===== src/rtl/memory_responder.sv =====
// Word-addressed memory responder for the controller's four-phase
// read/write handshake with programmable access latency.
module memory_responder #(
  parameter int ADDR_WIDTH = 8,
  parameter int DATA_WIDTH = 16,
  parameter int LATENCY    = 3
) (
  input  logic                  clock,
  input  logic                  reset,
  input  logic                  read,
  input  logic                  write,
  input  logic [ADDR_WIDTH-1:0] addr,
  input  logic [DATA_WIDTH-1:0] dataIn,
  output logic [DATA_WIDTH-1:0] dataOut,
  output logic                  MFC,
  output logic                  busy,
  output logic                  err
);

  typedef enum logic [1:0] {
    IDLE,
    WAIT,
    ACK
  } state_t;

  localparam int          DEPTH    = 1 << ADDR_WIDTH;
  localparam logic [3:0]  CNT_LOAD = 4'(LATENCY - 1);

  logic [DATA_WIDTH-1:0] mem [DEPTH];

  state_t                state_q, state_d;
  logic [3:0]            cnt_q, cnt_d;
  logic [ADDR_WIDTH-1:0] addr_q, addr_d;
  logic [DATA_WIDTH-1:0] data_q, data_d;
  logic                  op_q, op_d;
  logic                  mfc_q, mfc_d;
  logic                  err_q, err_d;
  logic [DATA_WIDTH-1:0] dout_q, dout_d;
  logic                  mem_we;
  logic                  req_live;

  // Next-state, handshake outputs and access strobe
  always_comb begin
    state_d  = state_q;
    cnt_d    = cnt_q;
    addr_d   = addr_q;
    data_d   = data_q;
    op_d     = op_q;
    mfc_d    = mfc_q;
    err_d    = 1'b0;
    dout_d   = dout_q;
    mem_we   = 1'b0;
    req_live = op_q ? write : read;
    unique case (state_q)
      IDLE: begin
        mfc_d = 1'b0;
        if (read ^ write) begin
          addr_d  = addr;
          data_d  = dataIn;
          op_d    = write;
          cnt_d   = CNT_LOAD;
          state_d = WAIT;
        end else if (read && write) begin
          err_d = 1'b1;
        end
      end
      WAIT: begin
        if (!req_live) begin
          state_d = IDLE;
        end else if (cnt_q == 4'd0) begin
          mfc_d   = 1'b1;
          state_d = ACK;
          if (op_q) begin
            mem_we = 1'b1;
          end else begin
            dout_d = mem[addr_q];
          end
        end else begin
          cnt_d = cnt_q - 4'd1;
        end
      end
      ACK: begin
        if (!read && !write) begin
          mfc_d   = 1'b0;
          state_d = IDLE;
        end
      end
      default: begin
        state_d = IDLE;
        mfc_d   = 1'b0;
      end
    endcase
  end

  // Control and output registers, synchronous reset
  always_ff @(posedge clock) begin
    if (reset) begin
      state_q <= IDLE;
      cnt_q   <= 4'd0;
      addr_q  <= '0;
      data_q  <= '0;
      op_q    <= 1'b0;
      mfc_q   <= 1'b0;
      err_q   <= 1'b0;
      dout_q  <= '0;
    end else begin
      state_q <= state_d;
      cnt_q   <= cnt_d;
      addr_q  <= addr_d;
      data_q  <= data_d;
      op_q    <= op_d;
      mfc_q   <= mfc_d;
      err_q   <= err_d;
      dout_q  <= dout_d;
    end
  end

  // Storage array; a reset on the commit edge suppresses the write
  always_ff @(posedge clock) begin
    if (mem_we && !reset) begin
      mem[addr_q] <= data_q;
    end
  end

  assign dataOut = dout_q;
  assign MFC     = mfc_q;
  assign err     = err_q;
  assign busy    = (state_q != IDLE);

endmodule


===== config.mk =====
export PLATFORM = sky130hd
export DESIGN_NAME = memory_responder
export DESIGN_NICKNAME = d
export VERILOG_FILES = /design/src/rtl/memory_responder.sv
export SDC_FILE = /design/constraint.sdc
export NUM_CORES = 2
export LEC_CHECK = 0
export ABC_CLOCK_PERIOD_IN_PS = 11650
export CELL_PAD_IN_SITES_DETAIL_PLACEMENT = 0
export CELL_PAD_IN_SITES_GLOBAL_PLACEMENT = 1
export CORE_UTILIZATION = 61
export DETAILED_ROUTE_END_ITERATION = 10
export HOLD_SLACK_MARGIN = 0.05
export PLACE_DENSITY = 0.91
export SLEW_MARGIN = 10
export SYNTH_ARGS = -nofsm -noshare
export SYNTH_HDL_FRONTEND = slang
export SYNTH_SLANG_ARGS = --single-unit

===== constraint.sdc =====
create_clock -name clock -period 11.65 [get_ports clock]
set_clock_uncertainty 0.2 [all_clocks]
set_input_delay 1.165 -clock clock [delete_from_list [all_inputs] [get_ports clock]]
set_output_delay 1.165 -clock clock [all_outputs]
set_load 0.02 [all_outputs]

Word-level counts from Yosys, hierarchy flattened
Memories as Yosys holds them, arrays and structs flattened. A register that Yosys moved wholly into a read port is not among the register bits. Cells that the tools add are included.

Flip-flop bits (word level): 33. Bits in writable memories: 4096. Input port bits: 28. Output and inout port bits: 19. Word-level logic and storage cells: 57. Memories: 1.

Add/sub/neg operators: 1. Eq/ne operators: 8. Mux-type cells: 21. Bitwise logic cells: 3. Reductions and logical operators: 16.

Memories: mem (depth 256, bits a word 16, read ports 1, clocked after memory_dff 1, write ports 1, RTL line 29) `logic [DATA_WIDTH-1:0] mem [DEPTH];`.

Operators with widths (count): two-way mux 4 bit (3); two-way mux 1 bit (11); != test 2 bit (second input constant) (5); two-way mux 2 bit (4); case mux 4 bit (2 select lines) (1); AND reduction 4 bit (2); case mux 2 bit (3 select lines) (1); AND reduction 3 bit (2); zero test 4 bit (1); nonzero test 2 bit (2); subtractor 4 x 1 -> 4 bit (second input constant) (1); logical AND 1 bit (3); zero test 1 bit (3); != test 3 bit (second input constant) (1); OR reduction 3 bit (1); equality test 2 x 1 -> 1 bit (second input constant) (1); equality test 2 bit (second input constant) (1); zero test 2 bit (1); inverter 1 bit (2); case mux 1 bit (2 select lines) (1); AND reduction 2 bit (1); XOR 1 bit (1).

Logic depth before layout (Yosys ltp)
Depth after elaboration: 7. Depth in mapped cells: 14. Depth with buffers taken out: 8.

Least setup slack after synthesis
No wires, ideal clock.

Kind: reg2reg. From: register data_q[0]. To: memory mem[0][0], data pin. Setup time: 0.856 ns. Arrival time: 3.397 ns. Required time: 10.594 ns. Slack: 7.197 ns. Stages on the path, launching flop included: 1. Path buffers: 0. Clock period less this slack: 4.453 ns. Cells stage by stage: dfxtp_1.

RTL lines: start: declaration (RTL line 34) `logic [DATA_WIDTH-1:0] data_q, data_d;`; start signal: assignment (RTL line 110) `data_q <= data_d;`; end: declaration (RTL line 29).

No word-level cell before the write port.

==> impl_metrics.ini <==
[sta]
finalCritPeriodShare_pct = 54.1
fin_ws_ns = 5.34
setup_viol = 0
fin_tns_setup_ns = 0
maxSlewHeadroom_pct = 2.44
rsz0062_at_grt = false
worstMarginPinSlew_ns = 1.45
final-hold-violation-count = 0
drv_slew = 0
max_freq_ghz = 0.159
hold_ws_ns = 0.314
min_period_ns = 6.31

[setup_path]
timing.critical_path.mode_cell = buf_4
cpMaxStageDelayCell = o21ai_0
arrival_ns = 6.92
slowest_delay_ns = 1.14
end_kind = flop
crit_type = reg2reg
critPathMaxFanout = 41
cp-start-kind = flop
crit_required_ns = 12.26
crit_chain = buf_4 -> or2_2 -> buf_4 -> nor2_1 -> buf_4 -> a22oi_1 -> nand3_1 -> o21ai_0 -> nor4b_1 -> a21oi_1

[routing]
routedWlPerCell_um = 39.7
vias = 84379
routed_via_density = 7.39
route.detailed.drc = 0
first_pass_iters = 8
final_antenna_net_count = 0
drt_iter0_drc = 16066
wl_um = 454000

[synth]
ys_seq_area_share_pct = 78.2
synth-edff-count = 4096
synth_fp_nets = 7271
syn_inst = 7240
ys_ff_latch = 4145
avgSynthCellArea_um2 = 21.9
ys_warn_count = 0
synth_top_flop_cell = edfxtp_1
async_reset_ff_share_pct = 0
syn_area_um2 = 159000
synthDistinctLibCells = 86

[final_layout]
final_nets = 7733
final_cell_mix = edfxtp_1, mux4_2, clkbuf_16, buf_4, nor2_1
area_growth_pct = 11.7
final_common_cell = edfxtp_1
drive_above_1_share_pct = 24.7

[placement]
io_buffers = 46
preCtsSetupSlack_ns = 5.77
routabilityCongestion = 0.920
hpwl_um = 253000

[die]
fp.dieH_um = 512
core_area_um2 = 258000
io_pins = 47
initial_utilization_pct = 61.6
fp-row-count = 186
dieArea_um2 = 262000
die_w_um = 512

[global_route]
grt_pass1_wl_um = 633000
gr-usage-met1_pct = 44.1
grt_use_met3_pct = 10.4
top_usage_layer = met2
track_usage_pct = 34.7
met2_usage_pct = 53.0
antenna_found_initial = 27
globalRouteOverflowTotal = 0
grt_max_degree = 247
grt_pass1_vias = 83915

[cts]
clockBufferDepth = 4
clk_pin_slew_worst_paths_ns = 0.06
tritoncts = done
post_cts_buffers = 0
cts_buffers = 410
postCtsHoldBufs = 0
clkSinkCount = 4145
clk_latency_ns = 1.01
ctsResizeCount = 0
clock-root-buffer = clkbuf_16
ctsHtreeMaxLevel = 5

[pwr]
leakagePower_nw = 53.2
p_per_area_nw_per_um2 = 180
ir_drop_mv = 0.187

[worst_hold_path]
hp-class = reg2reg

[run]
maxCapViolCount = 0

[status]
status = finished clean
==> state kept, by name (all words and copies together) (netlist names) <==
register  flops
mem        4096
dataOut      16
data_q       16
addr_q        8
cnt_q         4
state_q       2
MFC           1
err           1
op_q          1
==> kinds of logic (layout without fill, tap and decap cells) <==
kind of cell,after synthesis,count (layout),share of synthesized area [%]
AND/OR/NAND/NOR,744,744,2.14
other,0,8,0
flip-flops,4145,4145,78.2
adder cells (fa/ha/maj),3,3,0.0237
AO/OA/AOI/OAI,693,693,3.12
XOR/XNOR,3,3,0.0166
buffers and inverters,442,1223,1.70
multiplexers,1210,1210,14.8
==> per-layer routing <==
metal | routed length [um] | vias up | share of wire, %
met5 | 413 | - | 0.091
met4 | 34900 | 40 | 7.7
met3 | 67800 | 1782 | 15
met2 | 209000 | 8209 | 46
met1 | 142000 | 42820 | 31
li1 | - | 31528 | -
==> layout make-up <==
cell class | instances | area (um2)
Sequential cell | 4145 | 124000
Fill cell | 14128 | 80400
Multi-Input combinational cell | 2653 | 32100
Clock buffer | 490 | 10700
Tap cell | 3384 | 4230
Timing Repair Buffer | 477 | 3880
Clock inverter | 241 | 2240
Inverter | 15 | 58.8
Antenna cell | 8 | 20.0
==> power breakdown <==
group / switching, W / leakage [nW] / total, W / internal [W]
sequential: 0.000132 / 36.6 / 0.0167 / 0.0166
combinational: 0.00156 / 10.3 / 0.00230 / 0.000745
clock: 0.00559 / 6.27 / 0.0130 / 0.00737
==> critical path, delay by kind of cell, from the launching register on <==
family / cells / cell delay, ns
buffers and inverters: 3 / 1.75
DFF: 1 / 0.77
AOI/OAI and AO/OA: 3 / 1.54
and+or+nand+nor: 4 / 1.78
==> synthesized netlist by cell type, types with 5 or more instances <==
master | number | area, um2
and2_1 | 7 | 43.8
a211oi_1 | 15 | 113
nand3_1 | 43 | 215
buf_6 | 44 | 495
buf_2 | 137 | 686
buf_4 | 109 | 818
clkbuf_1 | 114 | 428
inv_1 | 15 | 56.3
dfxtp_1 | 49 | 981
mux2i_1 | 287 | 2870
nor2_1 | 360 | 1350
mux4_2 | 897 | 20200
nor3_1 | 49 | 245
o211ai_1 | 6 | 45.0
a21oi_1 | 57 | 285
nand4_1 | 21 | 131
a221oi_1 | 40 | 350
nor3b_1 | 10 | 75.1
a22oi_1 | 116 | 871
o21ai_0 | 70 | 350
o31ai_1 | 11 | 82.6
o311ai_0 | 9 | 78.8
nand2_1 | 148 | 556
buf_1 | 11 | 41.3
edfxtp_1 | 4096 | 123000
nand2b_1 | 15 | 93.8
a22o_1 | 14 | 123
o221ai_1 | 41 | 359
o2111ai_1 | 12 | 105
o22a_1 | 56 | 490
a31oi_1 | 31 | 194
nor4b_1 | 7 | 61.3
or4_1 | 9 | 67.6
nor4_1 | 22 | 138
or3b_2 | 5 | 43.8
o22ai_1 | 170 | 1060
nor2b_1 | 16 | 100
mux2_2 | 16 | 180
mux4_1 | 10 | 263
==> per-stage QoR <==
step	util [%]	total power, W	cell area, um2	std cells
after global placement	63.7	0.0191	164000	10664
after CTS	68.8	0.0319	177000	11405
final	68.8	0.0320	177000	11413
after global routing	68.8	0.0325	177000	11406
after floorplan	-	0.0184	159000	7240
after detailed placement	63.8	0.0192	164000	10674
==> worst paths after layout <==
path                   from          to  slack (ns)  cells after the start
setup reg to reg  addr_q[2]  dataOut[1]        5.34                     10
setup / recovery  addr_q[2]  dataOut[1]        5.34                     10
hold reg to reg        op_q        op_q        0.31                      2
hold / removal         op_q        op_q        0.31                      2
(Power assumes the default switching activity.)
